===== config.mk =====
export PLATFORM = sky130hd
export DESIGN_NAME = histogram_cdf_unit
export DESIGN_NICKNAME = d
export VERILOG_FILES = /design/src/rtl/histogram_cdf_unit_pkg.sv /design/src/rtl/histogram_cdf_unit_lut_scale.sv /design/src/rtl/histogram_cdf_unit.sv
export SDC_FILE = /design/constraint.sdc
export NUM_CORES = 1
export LEC_CHECK = 0
export ABC_AREA = 1
export CORE_ASPECT_RATIO = 0.5
export CORE_UTILIZATION = 55
export CTS_BUF_LIST = sky130_fd_sc_hd__clkbuf_2
export DETAILED_ROUTE_END_ITERATION = 6
export PLACE_DENSITY = 0.79
export SLEW_MARGIN = 10
export SYNTH_ARGS = -nofsm -noshare
export SYNTH_HDL_FRONTEND = slang
export SYNTH_SLANG_ARGS = --single-unit

===== constraint.sdc =====
create_clock -name clk -period 7.32 [get_ports clk]
set_input_delay 1.464 -clock clk [delete_from_list [all_inputs] [get_ports clk]]
set_output_delay 1.464 -clock clk [all_outputs]
set_load 0.01 [all_outputs]

===== src/rtl/histogram_cdf_unit_pkg.sv =====
`default_nettype none
// ============================================================================
//  Module      : histo_pkg
//  Description : Shared defaults, derived widths and FSM state type for the
//                histogram CDF / equalization LUT generator.
//  Revision    : 1.0 - initial release
// ============================================================================
package histo_pkg;

    localparam int BINS     = 256;
    localparam int BIN_W    = 16;
    localparam int PIX_LOG2 = 14;
    localparam int OUT_W    = 8;

    // One extra bit so a full image (exactly 2^PIX_LOG2 pixels) fits.
    localparam int CDF_W    = PIX_LOG2 + 1;

    typedef enum logic [2:0] {
        IDLE = 3'd0,
        RD   = 3'd1,
        ACC  = 3'd2,
        EMIT = 3'd3,
        DONE = 3'd4
    } cdf_state_t;

endpackage
`default_nettype wire


===== src/rtl/histogram_cdf_unit_lut_scale.sv =====
`default_nettype none
// ============================================================================
//  Module      : lut_scale
//  Description : Maps a cumulative pixel count onto an output level:
//                floor(cdf * (2^OUT_W-1) / 2^PIX_LOG2), clamped to full scale.
//  Revision    : 1.0 - initial release
// ============================================================================
module lut_scale #(
    parameter int CDF_W    = histo_pkg::CDF_W,
    parameter int OUT_W    = histo_pkg::OUT_W,
    parameter int PIX_LOG2 = histo_pkg::PIX_LOG2
) (
    input  logic [CDF_W-1:0] i_cdf,
    output logic [OUT_W-1:0] o_level
);

    localparam int               c_PROD_W = CDF_W + OUT_W;
    localparam logic [OUT_W-1:0] c_MAX    = '1;

    logic [c_PROD_W-1:0] w_prod;
    logic [c_PROD_W-1:0] w_shift;

    // Full-width product, floor-divide by the pixel count, then clamp; the
    // clamp only engages when the cdf exceeds a full image (corrupt input).
    always_comb begin
        w_prod  = c_PROD_W'(i_cdf) * c_PROD_W'(c_MAX);
        w_shift = w_prod >> PIX_LOG2;
        o_level = (w_shift > c_PROD_W'(c_MAX)) ? c_MAX : w_shift[OUT_W-1:0];
    end

endmodule
`default_nettype wire


===== src/rtl/histogram_cdf_unit.sv =====
`default_nettype none
// ============================================================================
//  Module      : histogram_cdf_unit
//  Description : Walks the 256 histogram bins, accumulates a saturating CDF
//                and streams the scaled equalization LUT over valid/ready.
//  Revision    : 1.0 - initial release
// ============================================================================
module histogram_cdf_unit
    import histo_pkg::*;
#(
    parameter int BINS     = histo_pkg::BINS,
    parameter int BIN_W    = histo_pkg::BIN_W,
    parameter int PIX_LOG2 = histo_pkg::PIX_LOG2,
    parameter int OUT_W    = histo_pkg::OUT_W
) (
    input  logic                     clk,
    input  logic                     reset,
    input  logic                     start,
    output logic [$clog2(BINS)-1:0]  bin_addr,
    input  logic [BIN_W-1:0]         bin_data,
    output logic                     lut_valid,
    input  logic                     lut_ready,
    output logic [$clog2(BINS)-1:0]  lut_addr,
    output logic [OUT_W-1:0]         lut_data,
    output logic                     busy,
    output logic                     done
);

    localparam int c_AW    = $clog2(BINS);
    localparam int c_CDF_W = PIX_LOG2 + 1;
    // Sum must hold the larger operand plus a carry so saturation is exact.
    localparam int c_SUM_W = ((c_CDF_W > BIN_W) ? c_CDF_W : BIN_W) + 1;

    localparam logic [c_CDF_W-1:0] c_CDF_ONES = '1;
    localparam logic [c_AW-1:0]    c_LAST     = c_AW'(BINS - 1);

    cdf_state_t          r_state;
    cdf_state_t          w_state_nxt;
    logic [c_AW-1:0]     r_addr;
    logic [c_CDF_W-1:0]  r_cdf;
    logic [c_SUM_W-1:0]  w_sum;
    logic [c_CDF_W-1:0]  w_cdf_nxt;
    logic [OUT_W-1:0]    w_level;
    logic                r_lut_valid;
    logic [c_AW-1:0]     r_lut_addr;
    logic [OUT_W-1:0]    r_lut_data;
    logic                w_handshake;
    logic                w_last;

    assign bin_addr    = r_addr;
    assign lut_valid   = r_lut_valid;
    assign lut_addr    = r_lut_addr;
    assign lut_data    = r_lut_data;
    assign w_handshake = r_lut_valid & lut_ready;
    assign w_last      = (r_addr == c_LAST);

    // Saturating CDF accumulation of the bin word returned by the memory.
    always_comb begin
        w_sum     = c_SUM_W'(r_cdf) + c_SUM_W'(bin_data);
        w_cdf_nxt = (w_sum > c_SUM_W'(c_CDF_ONES)) ? c_CDF_ONES
                                                   : w_sum[c_CDF_W-1:0];
    end

    lut_scale #(
        .CDF_W    (c_CDF_W),
        .OUT_W    (OUT_W),
        .PIX_LOG2 (PIX_LOG2)
    ) u_lut_scale (
        .i_cdf    (w_cdf_nxt),
        .o_level  (w_level)
    );

    // FSM state register.
    always_ff @(posedge clk or negedge reset) begin
        if (!reset) begin
            r_state <= IDLE;
        end else begin
            r_state <= w_state_nxt;
        end
    end

    // Next-state decode plus the status outputs derived from the state.
    always_comb begin
        w_state_nxt = r_state;
        busy        = (r_state != IDLE);
        done        = 1'b0;
        case (r_state)
            IDLE: if (start) w_state_nxt = RD;
            RD:   w_state_nxt = ACC;
            ACC:  w_state_nxt = EMIT;
            EMIT: if (w_handshake) w_state_nxt = w_last ? DONE : RD;
            DONE: begin
                done        = 1'b1;
                w_state_nxt = IDLE;
            end
            default: w_state_nxt = IDLE;
        endcase
    end

    // Address counter, CDF register and the registered LUT output port.
    always_ff @(posedge clk or negedge reset) begin
        if (!reset) begin
            r_addr      <= '0;
            r_cdf       <= '0;
            r_lut_valid <= 1'b0;
            r_lut_addr  <= '0;
            r_lut_data  <= '0;
        end else begin
            case (r_state)
                IDLE: begin
                    if (start) begin
                        r_addr <= '0;
                        r_cdf  <= '0;
                    end
                end
                ACC: begin
                    r_cdf       <= w_cdf_nxt;
                    r_lut_data  <= w_level;
                    r_lut_addr  <= r_addr;
                    r_lut_valid <= 1'b1;
                end
                EMIT: begin
                    if (w_handshake) begin
                        r_lut_valid <= 1'b0;
                        if (!w_last) r_addr <= r_addr + 1'b1;
                    end
                end
                default: ;
            endcase
        end
    end

endmodule
`default_nettype wire


==> results.yml <==
cts:
  cts.clk_slew.worst_paths_ps: 230
  cts_tree: "yes"
  cts_buffer_depth: 2
  cts_buffers: 5
  worstSkewPairLatency_ps: 480
  cts_max_level: 2
  root_buffer: "clkbuf_2"
  clock_sinks: 43
layout:
  final_nets: 994
  n_fill_cell: 845
  final_util_pct: 68.18
  areaGrowthSynthToFinish_pct: 15.90
  layout-drive-gt1-share_pct: 7.907
timing:
  hold_violations: 0
  relSlewSlack_pct: 30.42
  fin_skew_ps: 47.81
  fmax_ghz: 0.1439
  rsz0062_at_grt: "false"
  finalMaxSlewViolations: 0
  setup-tns-final_ps: 0
  period_needed_ps: 6949
  period_share_pct: 94.93
  worst_pin_slew_ps: 1044
  layout_setup_ws_ps: 371.2
  setup_violations: 0
  hold_ws_ps: 515.2
setup_path:
  path_class: "input port to register"
  cpMaxStageDelayCell: "fa_1"
  start_kind: "input port"
  worst-r2r-cell-count: 27
  crit_fanout: 5
  cp-end-kind: "register"
  cp-startpoint: "bin_data[0]"
  regToRegSetupSlack_ps: 1320
  cp.required_ps: 7700
  critPathMostFrequentCell: "nand2_1"
  timing.rr.start: "r_cdf[9]"
  max_stage_delay_ps: 550
  reg2reg_to: "lut_data[0]"
  cp.arrival_ps: 7330
min_path:
  hold_depth: 2
  hold_path.class: "register to register"
  min_to: "lut_addr[3]"
  hp-start: "lut_addr[3]"
floorplan:
  initial_core_util_pct: 58.82
  core_area_um2: 9791
  die-area_um2: 10910
  fp.dieH_um: 74.36
  top_level_ports: 47
  die_x_um: 146.7
  placementRows: 25
global_routing:
  grt_pass1_vias: 4877
  antenna_found_initial: 1
  grt_pass1_wl_mm: 22.43
  grt.total_usage_pct: 26.12
  gr-total-overflow: 0
  grt_max_degree: 48
logic_synthesis:
  netlist.area_leader.share_pct: 19.81
  ys_ff_latch: 43
  synth_cells: 782
  netlist_area_um2: 5759
  yosysWarningCount: 0
  ys_async_sr_fraction_pct: 100.0
  synth_cell_types: 41
  yosysSeqAreaShare_pct: 18.68
  syn-num-nets: 917
  synth_area_per_cell_um2: 7.365
  yosysTopAreaCell: "fa_1"
  synth_edf_count: 0
  ys.flop_type: "dfrtp_1"
  synthTopCellsByArea: "fa_1 20%, dfrtp_1 19%, ha_1 13%"
placement:
  dp.final_hpwl_mm: 10.99
  pre_cts_ws_ps: -140.3
  io_buffers: 46
  gp_congestion: 0.9137
route:
  post_drt_wl_per_cell_um: 13.08
  wl_mm: 13.03
  vias: 5025
  dr.first_iter.drc_count: 247
  ant_nets: 0
  drc: 0
  viasPerCell: 5.045
  dr.pass1.iters: 5
outcome:
  status: "finished, final reports clean"
job:
  drv_cap: 0
[cells in the mapped netlist, types with 2 or more instances]
library cell and instances:
nand2_1 177, inv_1 171, ha_1 58, fa_1 57, nor2_1 57, nand3_1 47, dfrtp_1 43, a21oi_1 39
o21ai_0 37, xor2_1 11, nor3_1 9, o21ai_1 8, clkbuf_1 6, nand4_1 6, xnor2_1 6, or2_2 5
a21boi_1 3, a21oi_2 3, inv_2 3, nand3_2 3, nand3b_1 3, nor2_4 3, a21boi_0 2, a21o_1 2
a31oi_1 2, nand2_2 2, nor2_2 2, nor3b_1 2, o21bai_1 2, or2_1 2
[cell families after synthesis]
kind of cell	after synthesis	synth area share, %
compound gates	102	9.863
xor+xnor	17	2.585
fa+ha+maj	115	32.41
buf+inv	184	12.21
flops	43	18.68
simple gates	321	24.25
[area by class of cell]
class                           instances  area (µm²)  area share (%)
Clock buffer                            5       25.02          0.3749
Clock inverter                          3       43.79          0.6560
Sequential cell                        43        1076           16.12
Multi-Input combinational cell        555        3986           59.72
Inverter                              175       656.9           9.841
Antenna cell                            1       2.502         0.03749
Tap cell                              135       168.9           2.530
Timing Repair Buffer                   79       715.7           10.72
[critical path, delay by kind of cell]
| family | cells | cell delay, ps |
|---|---|---|
| buf+inv | 7 | 1070 |
| fa+ha+maj | 7 | 2950 |
| simple gates | 8 | 790 |
| compound gates | 5 | 840 |
| xor+xnor | 1 | 170 |
[through the flow]
stage          cell area [µm²]  instances
6_report                  6675        996
5_1_grt                   6675        996
4_1_cts                   6666        995
3_5_place_dp              6598        987
3_3_place_gp              6598        987
2_1_floorplan             5759        782
[how the worst max path moves through the flow]
stage	end	cells after the start
floorplan	lut_data[3]	29
global placement	lut_data[0]	28
detailed placement	lut_data[0]	28
CTS	lut_data[0]	28
global route	lut_data[6]	32
finish	lut_data[0]	28
[registers in the layout, indices dropped and copies added, names as in the netlist]
| signal | flops |
|---|---|
| r_cdf | 15 |
| bin_addr | 8 |
| lut_addr | 8 |
| lut_data | 8 |
| r_state | 3 |
| lut_valid | 1 |
[placed cells by master, fill, tap and decap left out, drive strengths merged, types with 3 or more instances in the layout]
cell type	instances
a21boi	5
a21oi	43
buf	34
clkbuf	5
clkdlybuf4s50	45
clkinv	3
dfrtp	43
fa	57
ha	58
inv	174
nand2	179
nand3	51
nand3b	3
nand4	6
nor2	62
nor3	9
o21ai	46
or2	7
xnor2	6
xor2	11
[routing by layer]
layer | global-route usage [%] | routed length (µm) | vias to the layer above
li1 | - | - | 2574
met1 | 35.60 | 6418 | 2328
met2 | 44.92 | 5873 | 114
met3 | 4.479 | 642 | 9
met4 | 4.630 | 94 | 0
met5 | 0 | 0 | -
[repair_timing]
action,CTS,global route
buffers inserted,0,0
gates resized for setup,0,3
setup endpoints to repair,0,8
hold buffers,0,0
Power is left out: the tool's default activity adds up to more than one toggle a clock period on the data nets, which glitch-free logic cannot reach.
